--- config.mk ---
export PLATFORM = sky130hd
export DESIGN_NAME = apb_cmd_arbiter
export DESIGN_NICKNAME = d
export VERILOG_FILES = /design/src/rtl/apb_cmd_arbiter.sv
export SDC_FILE = /design/constraint.sdc
export NUM_CORES = 1
export LEC_CHECK = 0
export BUFFER_PORTS_ARGS = -buffer_cell sky130_fd_sc_hd__buf_4
export CAP_MARGIN = 20
export CORE_AREA = 2 2 122 124
export CTS_CLUSTER_DIAMETER = 200
export DETAILED_ROUTE_END_ITERATION = 7
export DIE_AREA = 0 0 124 126
export HOLD_SLACK_MARGIN = 0.08
export PLACE_DENSITY = 0.68
export SLEW_MARGIN = 20
export SYNTH_ARGS = -nofsm -noshare
export SYNTH_HDL_FRONTEND = slang
export SYNTH_SLANG_ARGS = --single-unit
--- constraint.sdc ---
create_clock -name pclk -period 2.3 [get_ports pclk]
set_input_delay 0.345 -clock pclk [delete_from_list [all_inputs] [get_ports pclk]]
set_output_delay 0.345 -clock pclk [all_outputs]
set_load 0.01 [all_outputs]
--- src/rtl/apb_cmd_arbiter.sv ---
// apb_cmd_arbiter: round-robin arbiter that serialises requester commands onto one APB master
// and returns a one-cycle response with read data to the issuing requester.
module apb_cmd_arbiter #(
    parameter int NREQ    = 2,
    parameter int DATA    = 32,
    parameter int ADDR    = 32,
    parameter int TIMEOUT = 255
) (
    input  logic               pclk,
    input  logic               presetn,
    input  logic [NREQ-1:0]    req_valid,
    output logic [NREQ-1:0]    req_ready,
    input  logic [NREQ-1:0]    req_write,
    input  logic [NREQ*ADDR-1:0] req_addr,
    input  logic [NREQ*DATA-1:0] req_wdata,
    output logic [NREQ-1:0]    rsp_valid,
    output logic [DATA-1:0]    rsp_rdata,
    output logic               busy,
    output logic               hang,
    output logic               transfer,
    output logic               rw,
    output logic [ADDR-1:0]    addr_in,
    output logic [DATA-1:0]    data_in,
    input  logic               psel,
    input  logic               penable,
    input  logic               pready,
    input  logic [DATA-1:0]    prdata
);
    localparam int IW = (NREQ > 1) ? $clog2(NREQ) : 1;
    localparam int CW = $clog2(TIMEOUT + 1);

    typedef enum logic [1:0] {IDLE, ISSUE, WAIT, RESP} state_t;

    state_t          state_q, state_d;
    logic [IW-1:0]   last_q, last_d, owner_q, owner_d, grant;
    logic            found, rw_q, rw_d, hang_q, hang_d;
    logic [ADDR-1:0] addr_q, addr_d;
    logic [DATA-1:0] data_q, data_d, rdata_q, rdata_d;
    logic [CW-1:0]   cnt_q, cnt_d;

    // search starts just after the last served requester, so it has lowest priority
    always_comb begin
        grant = last_q;
        found = 1'b0;
        for (int k = 1; k <= NREQ; k++) begin
            if (!found && req_valid[(int'(last_q) + k) % NREQ]) begin
                found = 1'b1;
                grant = IW'((int'(last_q) + k) % NREQ);
            end
        end
    end

    always_comb begin
        state_d   = state_q;
        last_d    = last_q;
        owner_d   = owner_q;
        rw_d      = rw_q;
        addr_d    = addr_q;
        data_d    = data_q;
        rdata_d   = rdata_q;
        cnt_d     = cnt_q;
        hang_d    = hang_q;
        req_ready = '0;
        case (state_q)
            IDLE: if (found) begin
                req_ready[grant] = presetn;
                state_d = ISSUE;
                last_d  = grant;
                owner_d = grant;
                rw_d    = req_write[grant];
                addr_d  = req_addr[grant*ADDR +: ADDR];
                data_d  = req_wdata[grant*DATA +: DATA];
            end
            ISSUE: begin
                state_d = WAIT;
                cnt_d   = '0;
            end
            WAIT: if (psel && penable && pready) begin
                state_d = RESP;
                rdata_d = rw_q ? '0 : prdata;
            end else if (psel && penable && cnt_q != CW'(TIMEOUT)) begin
                cnt_d = cnt_q + 1'b1;
                if (cnt_d == CW'(TIMEOUT)) hang_d = 1'b1;
            end
            default: state_d = IDLE;
        endcase
    end

    always_ff @(posedge pclk or negedge presetn) begin
        if (!presetn) begin
            state_q <= IDLE;
            last_q  <= IW'(NREQ - 1);
            owner_q <= '0;
            rw_q    <= 1'b0;
            addr_q  <= '0;
            data_q  <= '0;
            rdata_q <= '0;
            cnt_q   <= '0;
            hang_q  <= 1'b0;
        end else begin
            state_q <= state_d;
            last_q  <= last_d;
            owner_q <= owner_d;
            rw_q    <= rw_d;
            addr_q  <= addr_d;
            data_q  <= data_d;
            rdata_q <= rdata_d;
            cnt_q   <= cnt_d;
            hang_q  <= hang_d;
        end
    end

    assign rsp_valid = (state_q == RESP) ? (NREQ'(1) << owner_q) : '0;
    assign rsp_rdata = rdata_q;
    assign busy      = state_q != IDLE;
    assign hang      = hang_q;
    assign transfer  = state_q == ISSUE;
    assign rw        = rw_q;
    assign addr_in   = addr_q;
    assign data_in   = data_q;
endmodule

# == Word-level counts from Yosys, hierarchy flattened ==
# Index checks and enable logic that the tools add are counted.
# classes
n_eq_ne,9
bitwise,4
div,0
muxes,24
n_lt_le_gt_ge,4
n_reduce_logical,14
n_mul,0
shifts,3
n_addsub,3
# ops
op,n
$shiftx 64x7->32,2
$mux 32,1
$mux 8,2
$pmux 8 s2,1
$mux 1,13
$mux 2,5
$add 8x1->8 const B,1
$eq 8x8->1 const B,1
$ne 2x2->1 const B,4
$ne 8x8->1 const B,1
$lt 2x3->1 const B,2
$pmux 2 s3,1
$reduce_and 2->1,3
$logic_and 1x1->1,5
$eq 2x2->1 const B,2
$reduce_and 4->1,1
$reduce_bool 2->1,2
$reduce_and 3->1,1
$add 1x1->1 const B,2
$and 1x1->1 const A,2
$and 2x2->2,1
$eq 2x1->1 const B,1
$logic_not 2->1,1
$lt 1x2->1 const B,1
other kinds (5),5
# totals
rom_bits,0
latch_bits,0
n_memories,0
wordCells,70
ram_bits,0
register_bits,110

# == Longest topological paths before layout ==
# depth
word_depth,16
mapped_depth,7
depth_no_buf,6

# == Least setup slack after synthesis ==
# No wires, ideal clock.
# synth_path
kind,reg2out
startpoint,register state_q[0]
endpoint,output port req_ready[1]
n_path_buf,2
path_slack_ps,468
arrival_ps,1487
path_stages_with_launch,7
cell_sequence,dfrtp_1 inv_1 ha_1 o21ai_1 buf_2 buf_2 nor3b_1
# synth_via
elab_chain_len,2
# synth_rtl
element,line,source
"start, declared",34,"state_t state_q, state_d;"
"start signal, assigned",101,state_q <= state_d;
$logic_not 2->1,64,case (state_q)
$mux 2,64,
"end, declared",12,"output logic [NREQ-1:0] req_ready,"
# Every way passes these cells.

# == Final worst setup path ==
# layout_path
startpoint,register last_q
endpoint,output port req_ready[1]
# layout_via
elab_chain_len,15
elab_cells_between_ends,22
# layout_rtl
element,line,source
"start, declared",35,"logic [IW-1:0] last_q, last_d, owner_q, owner_d, grant;"
"start signal, assigned",92,last_q <= IW'(NREQ - 1);
"start signal, assigned",102,last_q <= last_d;
$add 1x1->1,"46, 48",
$mux 1 (implied by the code) (3 in a row),46,if (!found && req_valid[(int'(last_q) + k) % NREQ]) begin
$mux 1,46,
$logic_not 1->1,46,
$logic_and 1x1->1,46,
$mux 1,46,
$lt 1x2->1 (implied by the code) or $ge 1x1->1 (tied branches),66,req_ready[grant] = presetn;
$logic_and 1x1->1 (implied by the code),66,
$mux 1 (implied by the code),66,
$demux 1 s1,66,
$and 2x2->2 (no source line),n/a,
$mux 2 *,65,IDLE: if (found) begin
$mux 2 *,64,
# Every way passes the cells marked *; elsewhere a longest branch is shown, timed or not. The select of a mux whose other input is x is not followed.

==> results_dict.tcl <==
set metrics [dict create \
    antenna_found_initial 0 \
    cp.depth 5 \
    hold_path.class "primary input to register" \
    worst_pin_slew_ns 0.8814 \
    ioPinCount 273 \
    min_from "prdata[18]" \
    synth_seq_cells 110 \
    grtUsageTotal_pct 19.54 \
    async_flop_share_pct 100.0 \
    drive_gt1_share_pct 38.46 \
    clk_latency_ns 0.35 \
    ys_seq_area_share_pct 53.29 \
    post_drt_wl_per_cell_um 15.68 \
    drv_slew 0 \
    yosys_warnings 0 \
    powerDensity_mw_per_mm2 1188 \
    multi_input_area_mm2 0.002237 \
    seqPwrFrac_pct 36.8 \
    slew_headroom_pct 41.24 \
    status "completed" \
    rows 44 \
    regArea_mm2 0.002754 \
    port_buffers 272 \
    skew_ns 0.01080 \
    rr_startpoint "cnt_q[1]" \
    dieArea_mm2 0.01562 \
    hold_viol 0 \
    cts.path.max_buffers 2 \
    grt_pass1_wl_um 23560 \
    dp_hpwl_um 11620 \
    vias 4646 \
    cts_buffers 9 \
    area_growth_pct 48.64 \
    coreArea_mm2 0.01431 \
    n_fill_cell 1363 \
    switching_power_w 0.003387 \
    gr-total-overflow 0 \
    num_antenna_cells 0 \
    path_clk_slew_ns 0.07 \
    cp.arrival_ns 1.69 \
    firstDrtPassIters 4 \
    drc_errors 0 \
    rsz0062_at_grt "false" \
    cts_sinks 110 \
    r2r_cells 5 \
    gp_congestion 0.8717 \
    htree_levels 3 \
    fin_crit_sh_pct 88.50 \
    ant_nets 0 \
    setup_viol 0 \
    drtIter0Drc 172 \
    cts_tree "built" \
    synth_edf_count 0 \
    period_needed_ns 2.035 \
    clock_power_share_pct 16.7 \
    crit_path_cell_trace "nand2_1, o21ai_4, buf_12, nor3b_1, buf_4" \
    cp-startpoint "last_q" \
    nets 950 \
    worst_setup_path_end_kind "output port" \
    grt_pass1_vias 4734 \
    routed_via_density 4.820 \
    drt_wl_total_um 15120 \
    syn_area_mm2 0.005167 \
    tns_ns 0 \
    critPathTopFamily "flip-flops" \
    maxCapViolations 0 \
    cp_max_fo 23 \
    die_y_um 126 \
    swShare_pct 37.13 \
    cts_root_buffer "clkbuf_16" \
    cp_num_buf_inv 2 \
    internal_power_w 0.005735 \
    cp-start-kind "register" \
    slowest_delay_ns 0.58 \
    crit_type "register to output port" \
    crit_slowest_cell "dfstp_2" \
    post-route-util_pct 53.66 \
    synthDistinctLibCells 43 \
    synthesis.instances 519 \
    leakage_nw 3.950 \
    post_cts_buffers 0 \
    die_w_um 124 \
    fmax_mhz 491.3 \
    grt_max_degree 93 \
    comb_power_share_pct 46.4 \
    synthesis.nets 694 \
    cp.required_ns 1.96 \
    hold_path_depth 3 \
    ir_worst_vdd_mv 0.5643 \
    avgSynthCellArea_um2 9.957 \
    synth_ff_type "dfrtp_1" \
    initial_core_util_pct 36.10 \
]
[metal layers]
layer | wire length (µm) | track usage, %
met1 | 5664 | 21.46
met2 | 7868 | 35.16
met3 | 1226 | 5.616
met4 | 358 | 7.469
met5 | 0 | 0
[area by class of cell]
| cell class | instances | area share, % |
|---|---|---|
| Clock buffer | 12 | 3.079 |
| Clock inverter | 4 | 0.6190 |
| Inverter | 7 | 0.3421 |
| Multi-Input combinational cell | 366 | 29.13 |
| Sequential cell | 110 | 35.85 |
| Tap cell | 184 | 2.997 |
| Timing Repair Buffer | 281 | 27.98 |
[logic make-up (layout without fill, tap and decap cells)]
group | count (synthesis) | in the layout | synth area share, %
AOI/OAI and AO/OA | 120 | 120 | 12.32
and+or+nand+nor | 171 | 171 | 15.71
xor gates and xnor gates | 1 | 1 | 0.1695
DFF | 110 | 110 | 53.29
muxes | 68 | 68 | 13.20
buffers and inverters | 43 | 304 | 3.850
adders and majority gates | 6 | 6 | 1.453
[path summary, 6_finish.rpt]
| path | end | slack [ns] |
|---|---|---|
| min in group asynchronous | addr_in[27] | 0.39 |
| worst min register to register | addr_in[4] | 0.48 |
| max in group asynchronous | rsp_rdata[20] | 0.82 |
| worst max-delay path | req_ready[1] | 0.26 |
| worst min-delay path | rsp_rdata[18] | 0.25 |
| worst max register to register | cnt_q[7] | 0.45 |
[flip-flops by register name (all words and copies together) (netlist names)]
signal     flops
hang           1
state_q        2
cnt_q          8
data_in       32
addr_in       32
last_q         1
rsp_rdata     32
owner_q        1
rw             1
[power by group through the flow]
| stage | registers (W) | logic, W | clock network [W] |
|---|---|---|---|
| 2_1_floorplan | 0.00366 | 0.00182 | 0 |
| 3_3_place_gp | 0.00335 | 0.00421 | 0 |
| 3_5_place_dp | 0.00338 | 0.00433 | 0 |
| 4_1_cts | 0.00337 | 0.00432 | 0.00156 |
| 5_1_grt | 0.00347 | 0.00470 | 0.00164 |
| 6_report | 0.00336 | 0.00424 | 0.00152 |
[synth_stat cells (2+ instances only)]
cell / n / share of area (%)
a21oi_1: 3 / 0.29
buf_2: 14 / 1.4
buf_4: 3 / 0.44
clkbuf_1: 17 / 1.2
dfrtp_1: 109 / 53
ha_1: 6 / 1.5
inv_1: 6 / 0.44
mux2i_1: 67 / 13
nand2_1: 108 / 7.8
nand2b_1: 33 / 4.0
nand3_1: 8 / 0.77
nor2_1: 5 / 0.36
o211ai_1: 2 / 0.29
o21ai_0: 104 / 10
o21ai_1: 3 / 0.29
or3_1: 2 / 0.24
or4_1: 3 / 0.44
[per-stage QoR]
stage               cell area, µm²  power (W)  worst slack, ns  std cells  hold WS (ns)
floorplan                     5167   0.005476           0.4678        519       0.04941
global placement              7387   0.007561           0.6021        947        0.1779
detailed placement            7387   0.007713           0.4827        947        0.1768
CTS                           7681   0.009254           0.2350        964        0.2463
global route                  7681   0.009818           0.1851        964        0.2563
finish                        7681   0.009122           0.2646        964        0.2530
[cell usage in the layout, fill, tap and decap left out, drive strengths merged, types with 2 or more instances in the layout]
master	netlist	routed
o211ai	2	2
nor2	5	5
or3	2	2
dfrtp	109	109
clkbuf	18	12
inv	6	6
buf	18	280
ha	6	6
nand4	2	2
clkinv	1	3
or4	3	3
nand2	108	108
a21oi	3	3
mux2i	67	67
nand2b	33	33
nand3	8	8
o21ai	108	108
[repair_timing]
action	4_1_cts	5_1_grt
hold buffers	1	0
hold endpoints to repair	5	0
resized for setup	0	0
[worst register-to-register path: cells and delay by family (launching register included)]
family          cells  cell delay, ns
fa+ha+maj           1            0.30
simple gates        1            0.13
flops               1            0.43
compound gates      2            0.57
mux                 1            0.30
No activity file was read; power rests on OpenSTA's default activity.
